## src/rtl/pipe_cla_pkg.sv

```systemverilog
// Shared constants and helpers for the pipelined carry-lookahead adder.
// Holds default geometry and the signed max/min patterns used for saturation.
package pipe_cla_pkg;

   localparam int DEF_WIDTH = 16;
   localparam int DEF_SEG   = 4;
   localparam int MAX_W     = 64;

   function automatic logic [MAX_W-1:0] smax_of(input int w);
      return (MAX_W'(1) << (w - 1)) - MAX_W'(1);
   endfunction

   function automatic logic [MAX_W-1:0] smin_of(input int w);
      return MAX_W'(1) << (w - 1);
   endfunction

endpackage

```

## src/rtl/pipe_cla_adder_if.sv

```systemverilog
// Valid/ready operand and result bus of pipe_cla_adder.
// slave = the adder, master = the producer/consumer driving it.
interface pipe_cla_adder_if
   import pipe_cla_pkg::*;
#(
   parameter int WIDTH = DEF_WIDTH
);
   logic             in_valid;
   logic             in_ready;
   logic [WIDTH-1:0] a;
   logic [WIDTH-1:0] b;
   logic             cin;
   logic             sub;
   logic             out_valid;
   logic             out_ready;
   logic [WIDTH-1:0] sum;
   logic             cout;
   logic             ovf;

   modport slave (
      input  in_valid, a, b, cin, sub, out_ready,
      output in_ready, out_valid, sum, cout, ovf
   );

   modport master (
      output in_valid, a, b, cin, sub, out_ready,
      input  in_ready, out_valid, sum, cout, ovf
   );
endinterface

```

## src/rtl/cla_segment.sv

```systemverilog
// Combinational W-bit carry-lookahead adder segment.
// Every carry is a flat sum-of-products of generate/propagate terms and cin.
module cla_segment #(
   parameter int W = 4
) (
   input  logic [W-1:0] a,
   input  logic [W-1:0] b,
   input  logic         cin,
   output logic [W-1:0] s,
   output logic         cout
);
   logic [W-1:0] p;
   logic [W-1:0] g;
   logic [W:0]   c;
   logic         term;
   logic         prod;

   assign p = a ^ b;
   assign g = a & b;

   always_comb begin
      c    = '0;
      term = 1'b0;
      prod = 1'b0;
      c[0] = cin;
      for (int i = 0; i < W; i++) begin
         term = g[i];
         prod = p[i];
         for (int j = i - 1; j >= 0; j--) begin
            term = term | (prod & g[j]);
            prod = prod & p[j];
         end
         c[i+1] = term | (prod & cin);
      end
   end

   assign s    = p ^ c[W-1:0];
   assign cout = c[W];
endmodule

```

## src/rtl/pipe_cla_adder.sv

```systemverilog
// Segmented pipelined CLA adder/subtractor, NSEG = WIDTH/SEG stages, latency NSEG.
// Define PIPE_CLA_SAT_EN to clamp the sum to the signed range on overflow.
module pipe_cla_adder
   import pipe_cla_pkg::*;
#(
   parameter int WIDTH = DEF_WIDTH,
   parameter int SEG   = DEF_SEG
) (
   input logic              clk,
   input logic              rst_n,
   pipe_cla_adder_if.slave  bus
);
   localparam int SEG_SAFE = (SEG < 1) ? 1 : SEG;
   localparam int NSEG     = WIDTH / SEG_SAFE;

   if ((SEG < 1) || ((WIDTH % SEG_SAFE) != 0)) begin : g_cfg_check
      $error("pipe_cla_adder: SEG must be >= 1 and divide WIDTH");
   end

`ifdef PIPE_CLA_SAT_EN
   localparam logic signed [WIDTH-1:0] SMAX = WIDTH'(smax_of(WIDTH));
   localparam logic signed [WIDTH-1:0] SMIN = WIDTH'(smin_of(WIDTH));

   function automatic logic signed [WIDTH-1:0] saturate(
      input logic signed [WIDTH-1:0] raw,
      input logic                    ovf,
      input logic                    neg
   );
      if (!ovf) return raw;
      return neg ? SMIN : SMAX;
   endfunction
`endif

   logic             adv;
   logic             out_vld;
   logic [WIDTH-1:0] b_eff;
   logic             cin_eff;

   // Whole pipeline stalls together when a result is waiting and not taken.
   assign adv          = !out_vld | bus.out_ready;
   assign bus.in_ready = adv;
   assign b_eff        = bus.b ^ {WIDTH{bus.sub}};
   assign cin_eff      = bus.sub | bus.cin;

   for (genvar k = 0; k < NSEG; k++) begin : g_stage
      localparam int RW = WIDTH - k * SEG_SAFE;
      localparam int LW = (k + 1) * SEG_SAFE;

      logic [RW-1:0]       a_i;
      logic [RW-1:0]       b_i;
      logic                c_i;
      logic                v_i;
      logic [SEG_SAFE-1:0] seg_s;
      logic                seg_c;
      logic [LW-1:0]       s_n;
      logic                vld_p;

      if (k == 0) begin : g_first
         assign a_i = bus.a;
         assign b_i = b_eff;
         assign c_i = cin_eff;
         assign v_i = bus.in_valid;
         assign s_n = seg_s;
      end else begin : g_next
         assign a_i = g_stage[k-1].g_pipe.a_p;
         assign b_i = g_stage[k-1].g_pipe.b_p;
         assign c_i = g_stage[k-1].g_pipe.c_p;
         assign v_i = g_stage[k-1].vld_p;
         assign s_n = {seg_s, g_stage[k-1].g_pipe.s_p};
      end

      cla_segment #(.W(SEG_SAFE)) u_seg (
         .a    (a_i[SEG_SAFE-1:0]),
         .b    (b_i[SEG_SAFE-1:0]),
         .cin  (c_i),
         .s    (seg_s),
         .cout (seg_c)
      );

      always_ff @(posedge clk or negedge rst_n) begin
         if (!rst_n)   vld_p <= 1'b0;
         else if (adv) vld_p <= v_i;
      end

      if (k < NSEG - 1) begin : g_pipe
         // Stage k -> k+1: carry the not-yet-added upper operand bits forward.
         logic [RW-SEG_SAFE-1:0] a_p;
         logic [RW-SEG_SAFE-1:0] b_p;
         logic [LW-1:0]          s_p;
         logic                   c_p;

         always_ff @(posedge clk) begin
            if (adv) begin
               a_p <= a_i[RW-1:SEG_SAFE];
               b_p <= b_i[RW-1:SEG_SAFE];
               s_p <= s_n;
               c_p <= seg_c;
            end
         end
      end else begin : g_out
         // Final stage: the top segment holds the operand MSBs for overflow.
         logic                    ovf_raw;
         logic signed [WIDTH-1:0] res;
         logic [WIDTH-1:0]        sum_p;
         logic                    cout_p;
         logic                    ovf_p;

         assign ovf_raw = (a_i[SEG_SAFE-1] == b_i[SEG_SAFE-1]) &
                          (seg_s[SEG_SAFE-1] != a_i[SEG_SAFE-1]);
`ifdef PIPE_CLA_SAT_EN
         assign res = saturate(s_n, ovf_raw, a_i[SEG_SAFE-1]);
`else
         assign res = s_n;
`endif

         always_ff @(posedge clk or negedge rst_n) begin
            if (!rst_n) begin
               sum_p  <= '0;
               cout_p <= 1'b0;
               ovf_p  <= 1'b0;
            end else if (adv && v_i) begin
               sum_p  <= res;
               cout_p <= seg_c;
               ovf_p  <= ovf_raw;
            end
         end
      end
   end

   assign out_vld       = g_stage[NSEG-1].vld_p;
   assign bus.out_valid = out_vld;
   assign bus.sum       = g_stage[NSEG-1].g_out.sum_p;
   assign bus.cout      = g_stage[NSEG-1].g_out.cout_p;
   assign bus.ovf       = g_stage[NSEG-1].g_out.ovf_p;
endmodule

```

## src/flat_wrapper.sv

```systemverilog
// flat-port wrapper written by rule: the top's interface ports become plain ports
module pipe_cla_adder_flat import pipe_cla_pkg::*;
#(
   parameter int WIDTH = DEF_WIDTH,
   parameter int SEG   = DEF_SEG
)
  (clk, rst_n, bus_in_valid, bus_a, bus_b, bus_cin, bus_sub, bus_out_ready, bus_in_ready, bus_out_valid, bus_sum, bus_cout, bus_ovf);
  pipe_cla_adder_if #(.WIDTH(WIDTH)) bus_i ();
  input logic clk;
  input logic rst_n;
  input wire logic [$bits(bus_i.in_valid)-1:0] bus_in_valid;
  input wire logic [$bits(bus_i.a)-1:0] bus_a;
  input wire logic [$bits(bus_i.b)-1:0] bus_b;
  input wire logic [$bits(bus_i.cin)-1:0] bus_cin;
  input wire logic [$bits(bus_i.sub)-1:0] bus_sub;
  input wire logic [$bits(bus_i.out_ready)-1:0] bus_out_ready;
  output wire logic [$bits(bus_i.in_ready)-1:0] bus_in_ready;
  output wire logic [$bits(bus_i.out_valid)-1:0] bus_out_valid;
  output wire logic [$bits(bus_i.sum)-1:0] bus_sum;
  output wire logic [$bits(bus_i.cout)-1:0] bus_cout;
  output wire logic [$bits(bus_i.ovf)-1:0] bus_ovf;
  assign bus_i.in_valid = bus_in_valid;
  assign bus_i.a = bus_a;
  assign bus_i.b = bus_b;
  assign bus_i.cin = bus_cin;
  assign bus_i.sub = bus_sub;
  assign bus_i.out_ready = bus_out_ready;
  assign bus_in_ready = bus_i.in_ready;
  assign bus_out_valid = bus_i.out_valid;
  assign bus_sum = bus_i.sum;
  assign bus_cout = bus_i.cout;
  assign bus_ovf = bus_i.ovf;
  pipe_cla_adder #(.WIDTH(WIDTH), .SEG(SEG)) u_core (.clk(clk), .rst_n(rst_n), .bus(bus_i));
endmodule
```

## config.mk

```make
export PLATFORM = sky130hd
export DESIGN_NAME = pipe_cla_adder_flat
export DESIGN_NICKNAME = d
export VERILOG_FILES = /design/src/rtl/pipe_cla_pkg.sv /design/src/rtl/pipe_cla_adder_if.sv /design/src/rtl/cla_segment.sv /design/src/rtl/pipe_cla_adder.sv /design/src/flat_wrapper.sv
export SDC_FILE = /design/constraint.sdc
export NUM_CORES = 1
export LEC_CHECK = 0
export BUFFER_PORTS_ARGS = -buffer_cell sky130_fd_sc_hd__buf_4
export CAP_MARGIN = 20
export CORE_MARGIN = 2
export CORE_UTILIZATION = 57
export CTS_BUF_LIST = sky130_fd_sc_hd__clkbuf_8
export DETAILED_ROUTE_END_ITERATION = 10
export PLACE_DENSITY_LB_ADDON = 0.3
export SETUP_SLACK_MARGIN = 0.3
export SKIP_LAST_GASP = 1
export SLEW_MARGIN = 20
export SYNTH_ARGS = -nofsm -noshare
export SYNTH_HDL_FRONTEND = slang
export SYNTH_SLANG_ARGS = --single-unit
```

## constraint.sdc

```tcl
create_clock -name clk -period 4.9 [get_ports clk]
set_input_delay 0 -clock clk [delete_from_list [all_inputs] [get_ports clk]]
set_output_delay 0 -clock clk [all_outputs]
set_load 0.01 [all_outputs]
```

==> impl_results.md, run 1 <==
- Status: complete, no violations
- Fill count: 426
- WL met2: 2460 um
- Die area: roughly 7500 um2
- Period minus WS final: 2070 ps
- Worst reg2reg startpoint: u_core.bus.out_valid
- Syn Nets: about 280
- Crit path DAT: 2290 ps
- CTS tree: done
- Die Height: between 80 and 90 um
- Average wire per standard cell: 12.4 um
- Antenna-violating nets left: 0
- # diodes: 0
- Least-Margin Pin Slew: 1040 ps
- Post-Route Skew: ~9 ps
- Yosys cell types: 31
- First-pass GRT wire length: between 7000 and 8000 um
- Worst skew pair latency: 340 ps
- Fmax: 484 MHz
- Critical path class: flop to flop
- Final hold slack: roughly 51 ps
- # nets final: 370
- Number of buffers added on ports: 57
- Sequential share of power: 0.532
- Crit path max-delay family: simple AND/OR/NAND/NOR gates
- Combinational share of power: 0.294
- Clock Sinks: 97
- Post-synth EDFFs: 75
- Setup violations, final: 0
- Core ar.: 6720 um2
- Die X-Extent: 86.8 um
- Xor and xnor fraction of the mapped netlist area: 0.0583
- Crit-path cells: nand2b_4 > nand2_4 > mux2_1
- WP buf/inv: 0
- Reg2Reg Depth: 3
- Switch Pwr: 0.741 mW
- Iteration count of the initial detailed-routing pass: 4
- Maxcap violations: 0
- Critical Path RT: around 5100 ps
- Via count: 1937
- Initial Util: 0.581
- R2R Setup Slk: roughly 2800 ps
- Initial antenna violation count: 0
- RSZ-0062 raised after global routing: no
- Hold Fails Final Rpt: 0
- Slowest cell on the critical path: nand2b_4
- GRT overflow: 0
- Internal power: 1.85 mW
- H-tree levels: 3
- Syn avg cell area: about 18 um2
- Simple-gate share of the synthesized area: 0.0247
- Final Cycle Share: 0.422
- Synthesized flop and latch total: between 90 and 100
- Crit-path max FO: 82
- P per Cell Area: 537 nW/um2
- Buffer count from post-CTS setup fixing: 0
- RD Place Congestion: 0.732
- Peak VDD IR: 0.215 mV
- Register area share after synthesis: 0.718
- Average vias per placed instance: roughly 4.9
- Pin count of the biggest net entering global routing: 83
- Lkg Pwr: 2.05 nW
- Clock Power Share: 0.174
- Share of layout cells above drive strength 1: 0.287
- CTS buffer count: 9
- Synth warn: 0
- Clock slew seen by the registers of the worst setup and hold paths: about 90 ps
- Asr flop ratio synth: 0.227
- Met3 wire length: 238 um
- Top Metal Used: met4
- P&R area growth vs syn: 23.8%
- Crit path from: u_core.bus.out_valid
- CP peak stage delay: 760 ps
- Ports: 58
- Adder-cell share of the synthesized area: 0.0718
- Routed Wire Length: 4920 um
- Gr usage total: 0.139
- Largest family of logic cells by synthesized area: adder cells
- Multiplexer share of the synthesized area: 0.0583
- Placement-stage cell area: 4390 um2
- Multi-input gate area: 1010 um2
- Hold Path Class: input port to flop
- Stages on worst setup path: 3
- Top_reg_cell synth: edfxtp_1
- Setup crit end: u_core.bus.sum[1]
- Sw Ratio: 0.286
- Iter 0 DRT Violations: 88
- CTS max path bufs: 2
- FF-to-FF End: u_core.bus.sum[1]
- Wire length on met1: 2200 um
- Vias in the first global route: around 1900
- Final Max Tran Viols: 0
- Sequential cell area: 2800 um2
- Startpoint Class: flop
- Design Area, Final: 4830 um2
- CTS Root Cell: clkbuf_8
- Fin Setup TNS: 0 ps
- DRC: 0
- Slew HR: 0.306
- Cells after Synth: 223
- Synth Area in Compound Gates: 0.0439
- Num rows: 30
- Nature of the critical path endpoint: flop
- Post-Syn Area: 3900 um2
- Detailed Place HPWL: approximately 3200 um
==> power by group through the flow <==
stage | logic (mW) | clock network (mW) | registers (mW)
after floorplan | 0.510 | 0 | 1.40
after global placement | 0.733 | 0 | 1.39
after detailed placement | 0.760 | 0 | 1.40
after CTS | 0.776 | 0.470 | 1.38
after global routing | 0.849 | 0.497 | 1.41
final | 0.764 | 0.451 | 1.38
==> tightest hold or removal path, stage by stage <==
cell and delay, ps:
buf_4 80, ha_1 130, a21o_1 80
==> kinds of logic (layout without fill, tap and decap cells) <==
group	count (synthesis)	in the layout
flops	97	97
xor+xnor	26	26
compound gates	24	24
fa+ha+maj	20	20
simple gates	20	20
buf+inv	19	113
mux	17	17
==> sequential cells by signal, summed over array words and instances (netlist names) <==
register and count:
u_core.bus.ovf 1, u_core.g_stage.vld_p 3, u_core.g_stage.g_pipe.c_p 3, u_core.bus.out_valid 1
u_core.g_stage.g_pipe.b_p 24, u_core.g_stage.g_pipe.s_p 24, u_core.g_stage.g_pipe.a_p 24, u_core.bus.cout 1
u_core.bus.sum 16
==> how the worst min path moves through the flow <==
stage | endpoint | startpoint | cells past startpoint
after floorplan | u_core.bus.cout | rst_n | 0
after global routing | u_core.g_stage[0].g_pipe.c_p | bus_a[3] | 3
after detailed placement | u_core.bus.sum[6] | rst_n | 1
after global placement | u_core.bus.sum[4] | rst_n | 1
final | u_core.g_stage[0].g_pipe.c_p | bus_a[3] | 3
after CTS | u_core.g_stage[0].g_pipe.c_p | bus_a[3] | 3
==> through the flow <==
step	setup slack, ps	utilization	instances	power [mW]
floorplan	3240	-	223	1.91
global placement	2840	0.654	355	2.12
detailed placement	2800	0.654	355	2.16
CTS	2800	0.719	397	2.63
global route	2630	0.719	397	2.76
finish	2830	0.719	397	2.60
==> area by class of cell <==
class / instances / area share
inverters: 14 / 0.0109
multi-input cells: 107 / 0.209
flip-flops and latches: 97 / 0.580
clock buffers: 9 / 0.0256
well taps: 80 / 0.0207
clock inverters: 7 / 0.0114
repair buffers: 83 / 0.142
==> cells in the mapped netlist (2+ instances only) <==
cell type   n  share of area
edfxtp_1   75           0.58
dfrtp_1    22           0.14
xor2_1     21          0.047
ha_1       16          0.051
inv_1      14          0.013
mux2_4     10          0.038
nor2_1      9         0.0087
mux2_1      5          0.014
xnor2_1     5          0.011
a211oi_1    4         0.0077
a21o_1      4         0.0077
fa_1        4          0.021
nand2_1     4         0.0038
nand2b_1    4         0.0064
o21ai_0     4         0.0051
o21ai_1     4         0.0051
buf_6       3         0.0087
a21oi_2     2         0.0045
==> routing by layer <==
| layer | up-vias | GRT usage |
|---|---|---|
| met5 | - | 0 |
| met4 | 0 | 0.0469 |
| met3 | 2 | 0.0438 |
| met2 | 53 | 0.231 |
| met1 | 904 | 0.174 |
| li1 | 978 | - |
==> what timing repair did <==
item                                    4_1_cts  5_1_grt
hold buffers                                 26        0
hold endpoints to repair                     47        0
endpoints found under the setup margin        0        0
gates resized for setup                       0        0
==> layout by cell type (no fill, tap or decap), types with 2 or more instances in the layout <==
master,synthesis,layout
edfxtp_1,75,75
clkbuf_8,0,9
inv_6,0,2
nand2b_1,4,3
buf_4,1,57
xnor2_1,5,5
clkinvlp_4,0,2
mux2_1,5,5
o21ai_1,4,4
dfrtp_1,22,22
fa_1,4,4
nand2_1,4,4
a211oi_1,4,4
ha_1,16,16
a21oi_2,2,2
nor2_1,9,9
mux2_4,10,10
xor2_1,21,21
inv_1,14,14
dlygate4sd3_1,0,26
o21ai_0,4,4
clkinv_4,0,2
a21o_1,4,4
(Power assumes the default switching activity.)
==> run 2: changes to the inputs <==
--- a/config.mk
+++ b/config.mk
@@ -5,10 +5,11 @@
 export SDC_FILE = /design/constraint.sdc
 export NUM_CORES = 1
 export LEC_CHECK = 0
+export ABC_AREA = 1
 export BUFFER_PORTS_ARGS = -buffer_cell sky130_fd_sc_hd__buf_4
 export CAP_MARGIN = 20
 export CORE_MARGIN = 2
-export CORE_UTILIZATION = 57
+export CORE_UTILIZATION = 53
 export CTS_BUF_LIST = sky130_fd_sc_hd__clkbuf_8
 export DETAILED_ROUTE_END_ITERATION = 10
 export PLACE_DENSITY_LB_ADDON = 0.3
==> constraint.sdc (replaced) <==
create_clock -name clk -period 1.9 [get_ports clk]
set_input_delay 0 -clock clk [delete_from_list [all_inputs] [get_ports clk]]
set_output_delay 0 -clock clk [all_outputs]
set_load 0.01 [all_outputs]
==> run 2 against run 1 <==
  * Worst hold slack lost 9.7 ps
  * Synthesized cell count rose by 35%
  * Clock power increased to 2.8 times the previous value
  * Cell area rose by 4.7%
  * Critical path depth increased by 3
  * Clock skew grew 2.0 ps
  * Via count up 21%
  * Non-clock buffer count rose by 6
  * Clock-buffer cell count unchanged
  * Combinational power increased to 2.8 times the previous value
  * First-iteration DRC count decreased by 4.5%
  * Sequential power rose to 2.6 times the previous value
  * Critical path type unchanged
  * Critical endpoint is now u_core.g_stage[1].g_pipe.s_p[7]
  * Largest power group unchanged
==> impl_results.md, run 2 <==
- Top flop regs: u_core.g_stage.g_pipe.a_p (24), u_core.g_stage.g_pipe.b_p (24), u_core.g_stage.g_pipe.s_p (24)
- Maxcap violations: 0 (unchanged)
- Finished Layout Cells: 499 (+26%)
- Synth top area share: 0.564 (-0.0132)
- Clock slew seen by the registers of the worst setup and hold paths: 90 ps (about the same)
- Top_reg_cell synth: edfxtp_1
- Crit path DAT: 1590 ps (-700 ps)
- Setup violations, final: 0 (unchanged)
- Ports: 58 (unchanged)
- Initial antenna violation count: 0 (unchanged)
- Gr usage total: 0.160 (+0.0209)
- Pin count of the biggest net entering global routing: 40 (-52%)
- # diodes: 0 (unchanged)
- Hold Fails Final Rpt: 0 (unchanged)
- Via count: 2344 (+21%)
- Synth warn: 0 (unchanged)
- Die Height: 90.8 um (+4.7%)
- Post-Route Skew: 10.7 ps (+1.99 ps)
- Sequential cell area: 2800 um2 (unchanged)
- Routed Wire Length: 6040 um (+23%)
- Dpl ws: 372 ps (-2420 ps)
- Final hold slack: 41.3 ps (-9.69 ps)
- RD Place Congestion: 0.794 (+8.5%)
- Core ar.: 7290 um2 (+8.5%)
- First-pass GRT wire length: 10300 um (+29%)
- Final Cycle Share: 0.776 (+0.354)
- Syn avg cell area: 13.3 um2 (-24%)
- P per Cell Area: 1380 nW/um2 (+160%)
- Least-Margin Pin Slew: 352 ps (-689 ps)
- Num rows: 31 (+3.3%)
- Syn Nets: 358 (+27%)
- Cells after Synth: 300 (+35%)
- Asr flop ratio synth: 0.227 (unchanged)
- Clock Sinks: 97 (unchanged)
- Detailed Place HPWL: 3780 um (+17%)
- Antenna-violating nets left: 0 (unchanged)
- Post-synth EDFFs: 75 (unchanged)
- H-tree levels: 3 (unchanged)
- Lkg Pwr: 2.29 nW (+12%)
- Final Max Tran Viols: 0 (unchanged)
- Commonest non-fill, non-tap cell in the layout: nand2_1
- Iter 0 DRT Violations: 84 (-4.5%)
- Crit-path max FO: 3 (-96%)
- Period minus WS final: 1470 ps (-594 ps)
- Vias in the first global route: 2341 (+26%)
- Number of buffers added on ports: 57 (unchanged)
- Startpoint Class: flop
- Hold Path Class: input port to flop
- Share of layout cells above drive strength 1: 0.215 (-0.0721)
- RSZ-0062 raised after global routing: no
- Register area share after synthesis: 0.701 (-0.0164)
- P&R area growth vs syn: 26.6%
- Average vias per placed instance: 4.70 (-3.7%)
- DP Cell Count: 452 (+27%)
- Commonest cells post-synth: nand2_1 (83), edfxtp_1 (75), inv_1 (32), dfrtp_1 (22), xor2_1 (18)
- Average wire per standard cell: 12.1 um (-2.3%)
- Die X-Extent: 90.8 um (+4.7%)
- Critical path class: flop to flop
- Yosys top cell by area: edfxtp_1
- Final worst slack: 426 ps (-2410 ps)
- Slew HR: 0.765 (+0.459)
- Worst skew pair latency: 350 ps (about the same)
- Design Area, Final: 5060 um2 (+4.7%)
- CTS tree: done
- CTS buffer count: 9 (unchanged)
- Peak VDD IR: 0.505 mV (+140%)
- Placement-stage cell area: 4530 um2 (+3.0%)
- Count leader, synth: nand2_1
- Top cells by area, synth: edfxtp_1 (56%), dfrtp_1 (14%), nand2_1 (7.8%)
- Post-Syn Area: 4000 um2 (+2.3%)
- GRT overflow: 0 (unchanged)
- Yosys cell types: 25 (-19%)
- Die area: 8250 um2 (+9.6%)
- Initial Util: 0.548 (-0.0331)
- DRC: 0 (unchanged)
- Multi-input gate area: 1040 um2 (+2.5%)
- Critical Path RT: 2010 ps (-3110 ps)
- # nets final: 453 (+22%)
- Highest-count cells in the layout ignoring fill and taps: nand2_1 (83), edfxtp_1 (75), buf_4 (60)
- Fmax: 679 MHz (+40%)
- Synthesized flop and latch total: 97 (unchanged)
- Status: complete, no violations
- Nature of the critical path endpoint: flop
- Iteration count of the initial detailed-routing pass: 4 (unchanged)
- CTS max path bufs: 2 (unchanged)
- CTS Root Cell: clkbuf_8
- Fill count: 539 (+27%)
[run 2: cell types whose count changed in the layout (fill, tap and decap cells not counted), sizes merged, moves of 2 or more]
| cell | before | now |
|---|---|---|
| a211oi | 4 | 0 |
| nand2b | 4 | 0 |
| nand3 | 1 | 13 |
| buf | 57 | 61 |
| o21ai | 9 | 6 |
| nand4 | 0 | 2 |
| nand2 | 5 | 83 |
| xor2 | 21 | 18 |
| inv | 16 | 34 |
| mux2 | 16 | 0 |
| nand3b | 0 | 2 |
| a21o | 4 | 2 |
[run 2: repair_timing]
item,in CTS,in global routing
pin swaps,0,1
gates resized for setup,1,2
gates cloned,1,0
hold buffers,27,0
endpoints found under the hold margin,48,0
endpoints found under the setup margin,1,43
buffers inserted,2,1
[run 2: metal layers]
layer	global-route usage	wire [um]	up-vias
met5	0	0	-
met4	0.0833	88	0
met3	0.0326	265	9
met2	0.280	3050	60
met1	0.185	2630	1090
li1	-	-	1185
[run 2: metrics by stage]
stage                util  total power, mW  setup TNS, ps
floorplan               -             4.95         -26690
global placement    0.621             5.53              0
detailed placement  0.621             5.66              0
CTS                 0.691             7.02              0
global route        0.694             7.50              0
finish              0.694             7.01              0
[run 2: cell families (layout without fill, tap and decap cells)]
family	count (synthesis)	count (layout)	share of synthesized area
flip-flops	97	97	0.701
buffers and inverters	39	139	0.0435
AO/OA/AOI/OAI	13	13	0.0182
AND/OR/NAND/NOR	109	109	0.119
adder cells (fa/ha/maj)	20	20	0.0701
XOR/XNOR	22	22	0.0482
[run 2: final cells by class]
| cell class | count | area share |
|---|---|---|
| timing repair buffer | 89 | 0.154 |
| multi-input combinational | 164 | 0.205 |
| clock buffer | 9 | 0.0245 |
| clock inverter | 7 | 0.0124 |
| tap | 99 | 0.0245 |
| sequential | 97 | 0.554 |
| inverter | 34 | 0.0260 |
[run 2: worst paths after layout]
path                                                  from                              end  slack (ps)  cells after the start
hold reg to reg            u_core.g_stage[0].g_pipe.a_p[6]  u_core.g_stage[1].g_pipe.a_p[2]         420                      0
setup / recovery           u_core.g_stage[0].g_pipe.b_p[2]  u_core.g_stage[1].g_pipe.s_p[7]         430                      6
max in group asynchronous                            rst_n               u_core.bus.sum[10]        1610                      2
hold / removal                                    bus_a[3]     u_core.g_stage[0].g_pipe.c_p          40                      4
min in group asynchronous                            rst_n                   u_core.bus.ovf          60                      2
setup reg to reg           u_core.g_stage[0].g_pipe.b_p[2]  u_core.g_stage[1].g_pipe.s_p[7]         430                      6
[run 2: report_power, final]
part	switching, mW	leakage, nW	internal, mW
logic	1.20	1.16	0.975
registers	0.305	1.03	3.28
clock network	0.652	0.0939	0.595
[run 2: worst max-delay path: stages (launching register included)]
cell      delay, ps
edfxtp_1        380
ha_1            350
a21o_1          210
a21oi_2         120
nand2_1          80
nand2_1          60
nand2_1          50
